[config.mk]
export PLATFORM = sky130hd
export DESIGN_NAME = fetch_ctrl
export DESIGN_NICKNAME = d
export VERILOG_FILES = /design/src/rtl/fetch_ctrl.sv
export SDC_FILE = /design/constraint.sdc
export NUM_CORES = 1
export LEC_CHECK = 0
export CELL_PAD_IN_SITES_DETAIL_PLACEMENT = 0
export CELL_PAD_IN_SITES_GLOBAL_PLACEMENT = 1
export CORE_ASPECT_RATIO = 1.4
export CORE_MARGIN = 10
export CORE_UTILIZATION = 18
export DETAILED_ROUTE_END_ITERATION = 8
export PLACE_DENSITY_LB_ADDON = 0.08
export REMOVE_ABC_BUFFERS = 1
export SETUP_SLACK_MARGIN = 0.2
export SYNTH_ARGS = -nofsm -noshare
export SYNTH_HDL_FRONTEND = slang
export SYNTH_SLANG_ARGS = --single-unit
[constraint.sdc]
create_clock -name clk -period 1.5 [get_ports clk]
set_input_delay 0.375 -clock clk [delete_from_list [all_inputs] [get_ports clk]]
set_output_delay 0.375 -clock clk [all_outputs]
set_load 0.02 [all_outputs]
[src/rtl/fetch_ctrl.sv]
// Instruction-fetch sequencer: owns the PC, drives a 1-cycle-latency instruction memory
// and presents fetched words via valid/ready. Optional perf counters: FETCH_CTRL_PERF_EN.
module fetch_ctrl #(
  parameter int ADDR_W   = 7,
  parameter int DATA_W   = 32,
  parameter int RESET_PC = 0
) (
  input  logic              clk,
  input  logic              rst,
  input  logic              start,
  input  logic              halt,
  input  logic              redirect_valid,
  input  logic [ADDR_W-1:0] redirect_addr,
  output logic [ADDR_W-1:0] addr_instr_mem,
  output logic              instruct_en,
  input  logic [DATA_W-1:0] instruction,
  output logic              fetch_valid,
  input  logic              fetch_ready,
  output logic [DATA_W-1:0] fetch_instr,
  output logic [ADDR_W-1:0] fetch_pc,
`ifdef FETCH_CTRL_PERF_EN
  output logic [15:0]       perf_fetched,
  output logic [15:0]       perf_stall,
`endif
  output logic              busy
);

  typedef enum logic [1:0] {
    ST_IDLE  = 2'd0,
    ST_RUN   = 2'd1,
    ST_DRAIN = 2'd2
  } state_t;

  state_t            state_reg;
  state_t            state_next;
  logic [ADDR_W-1:0] pc_reg;
  logic              resp_valid_reg;
  logic [ADDR_W-1:0] resp_pc_reg;
  logic              issue;
  logic              handshake;

  always_ff @(posedge clk) begin
    if (rst) begin
      state_reg <= ST_IDLE;
    end else begin
      state_reg <= state_next;
    end
  end

  // A redirect flushes the presented word, so it does not count as delivered when draining.
  always_comb begin
    state_next = state_reg;
    case (state_reg)
      ST_IDLE:  if (start) state_next = ST_RUN;
      ST_RUN:   if (halt) state_next = ST_DRAIN;
      ST_DRAIN: if (!resp_valid_reg || (handshake && !redirect_valid)) state_next = ST_IDLE;
      default:  state_next = ST_IDLE;
    endcase
  end

  always_comb begin
    issue       = (state_reg == ST_RUN) && !halt && !redirect_valid &&
                  (!resp_valid_reg || fetch_ready);
    instruct_en = issue;
    busy        = (state_reg != ST_IDLE);
  end

  assign handshake      = resp_valid_reg && fetch_ready;
  assign addr_instr_mem = pc_reg;
  assign fetch_valid    = resp_valid_reg;
  assign fetch_pc       = resp_pc_reg;
  assign fetch_instr    = instruction;

  always_ff @(posedge clk) begin
    if (rst) begin
      pc_reg         <= ADDR_W'(RESET_PC);
      resp_valid_reg <= 1'b0;
      resp_pc_reg    <= '0;
    end else if (redirect_valid) begin
      pc_reg         <= redirect_addr;
      resp_valid_reg <= 1'b0;
    end else if (issue) begin
      pc_reg         <= pc_reg + ADDR_W'(1);
      resp_pc_reg    <= pc_reg;
      resp_valid_reg <= 1'b1;
    end else if (handshake) begin
      resp_valid_reg <= 1'b0;
    end
  end

`ifdef FETCH_CTRL_PERF_EN
  logic [15:0] perf_fetched_reg;
  logic [15:0] perf_stall_reg;

  always_ff @(posedge clk) begin
    if (rst) begin
      perf_fetched_reg <= '0;
      perf_stall_reg   <= '0;
    end else begin
      if (handshake && (perf_fetched_reg != 16'hFFFF)) begin
        perf_fetched_reg <= perf_fetched_reg + 16'd1;
      end
      if (resp_valid_reg && !fetch_ready && (perf_stall_reg != 16'hFFFF)) begin
        perf_stall_reg <= perf_stall_reg + 16'd1;
      end
    end
  end

  assign perf_fetched = perf_fetched_reg;
  assign perf_stall   = perf_stall_reg;
`endif

endmodule

==> results.cfg <==
[worst_setup_path]
slowest_delay_ns = 0.39
slowest_stage = or3b_4
crit_path_end_kind = output pin
crit_chain = or3b_4, nor3_4, buf_6
critPathLaunchType = register
critPathArrivalTime_ns = 1.30
critPathKind = register to output pin
cp_max_fo = 2
cp_data_required_time_ns = 1.12

[power]
irDropWorstVdd_mv = 0.258
leakage_nw = 0.538
power.density_mw_per_mm2 = 758

[drt]
wl_per_cell_um = 21.1
routed_wl_mm = 4.22
routed_via_density = 4.20
drc_errors = 0
first_pass_iters = 3
drtIter0Drc = 37
drtAntennaViolNets = 0
route.vias.total = 840

[global_routing]
grt_pass1_wl_mm = 6.05
antenna_found_initial = 0
grt_start_max_net_pins = 19
grt_usage = 0.0891
grt_pass1_vias = 949
grt-ovfl-total = 0

[yosys]
syn_area_mm2 = 0.00104
synth_common_cells = buf_4, dfxtp_1, nor2_1
synth_top_area_share = 0.328
synth_ff_type = dfxtp_1
yosysMostFrequentCell = buf_4
async_flop_share = 0
yosys.area.top_type = dfxtp_1
postSynthAreaPerCell_um2 = 9.02
ys_types = 31
synth_area_leaders = dfxtp_1, buf_4, mux2i_1
syn_inst = 115
yosysSeqAreaShare = 0.328
synth_warnings = 0
ys_seq_elements = 17
synth_edf_count = 0

[clock_network]
hold_buffers = 0
cts_tree = yes
clk_pin_slew_ns = 0.07
cts_sinks = 17
cts_buffers = 3
clkLatencyLatePin_ns = 0.25
cts_buffer_depth = 2
cts-htree-levels = 1
clk_root_buffer_cell = clkbuf_8

[timing]
fin_ws_ns = -0.171
setup_viol = 6
maxSlewViolCount = 0
hold_slack_ns = 0.399
tightest_slew_ns = 0.214
period_minus_slack_ns = 1.67
clock.fmax_mhz = 598
rsz0062_at_grt = yes
hold_viol_final = 0
skew_ns = 0.00394
max_slew_margin = 0.857
fin_crit_sh = 1.11

[run_status]
status = complete, but fails checks
violations = negative setup slack

[cells_and_area]
fin_cells = 200
syn_to_final_growth_pct = 39.9
drive_gt1_frac = 0.500
nNetsFinal = 179
num_antenna_cells = 0
fillers = 607

[floorplanning]
die_y_um = 110
die_x_um = 84.2
die_area_mm2 = 0.00924
core-area_mm2 = 0.00557
floorplan.initialDensity = 0.186
num_rows = 32
io_pins = 94

[placed_design]
dp.cells = 192
dp_hpwl_mm = 3.25
gp_congestion = 0.691
io_buffer_count = 29

[worst_hold_path]
hp-class = input port to register

[job]
drv_cap = 0
==> where the power goes <==
group          internal (W)  switching (W)
combinational      0.000135       0.000116
sequential         0.000473      0.0000189
clock              0.000189       0.000170
==> critical path, delay by kind of cell, from the launching register on <==
family / cells / cell delay, ns
buffers and inverters: 1 / 0.15
DFF: 1 / 0.32
and+or+nand+nor: 2 / 0.57
==> cell usage in the layout, fill, tap and decap left out, types with 2 or more instances in the layout <==
cell type / count
nand2_1: 4
a21oi_1: 2
clkdlybuf4s50_1: 9
buf_4: 15
o21bai_1: 2
buf_2: 8
dfxtp_1: 12
buf_6: 4
xnor2_1: 3
dlygate4sd2_1: 2
clkbuf_2: 8
a211oi_2: 3
nand3b_1: 2
nor4_4: 2
clkbuf_8: 3
xnor2_2: 3
mux2i_1: 7
nor2_1: 11
nor3_4: 2
buf_12: 3
dfxtp_2: 5
==> path summary, 6_finish.rpt <==
| path | slack [ns] | startpoint | cells past startpoint | end |
|---|---|---|---|---|
| worst max-delay path | -0.17 | state_reg[0] | 3 | instruct_en |
| worst min-delay path | 0.40 | halt | 3 | state_reg[1] |
| worst max register to register | -0.11 | state_reg[0] | 6 | addr_instr_mem[3] |
| worst min register to register | 0.50 | fetch_pc[4] | 2 | fetch_pc[4] |
==> per-stage QoR <==
stage               setup TNS [ns]  area [um^2]   util  total power (W)  setup slack (ns)
CTS                         -0.944         1410  0.253          0.00110            -0.277
global placement             -8.73         1300  0.233         0.000729            -0.968
finish                      -0.481         1450  0.261          0.00110            -0.171
detailed placement           -8.82         1300  0.233         0.000728            -0.965
floorplan                    -1.94          771      -         0.000582            -0.221
global route                 -1.34         1450  0.261          0.00117            -0.241
==> cells by family after synthesis <==
group	Yosys count	synth area share
buf+inv	38	0.261
xor+xnor	6	0.0507
flops	17	0.328
compound gates	13	0.0917
mux	7	0.0676
simple gates	33	0.189
fa+ha+maj	1	0.0121
==> per-layer routing <==
| metal | share of wire | routed length (um) | GRT usage |
|---|---|---|---|
| met5 | 0 | 0 | 0 |
| met4 | 0.0057 | 24 | 0.0288 |
| met3 | 0.16 | 654 | 0.0762 |
| met2 | 0.40 | 1690 | 0.112 |
| met1 | 0.44 | 1850 | 0.107 |
==> layout make-up <==
type	instances	area, um^2	area share
inverter	1	3.75	0.00259
timing repair buffer	50	420	0.290
sequential	17	347	0.239
tap	68	85.1	0.0586
multi-input combinational	60	551	0.379
clock buffer	4	45.0	0.0310
==> timing repair <==
action	in CTS	in global routing
setup buffers	0	4
cloned	0	0
endpoints found under the setup margin	33	27
resized for setup	81	20
pin swaps	5	9
(Power assumes the default switching activity.)
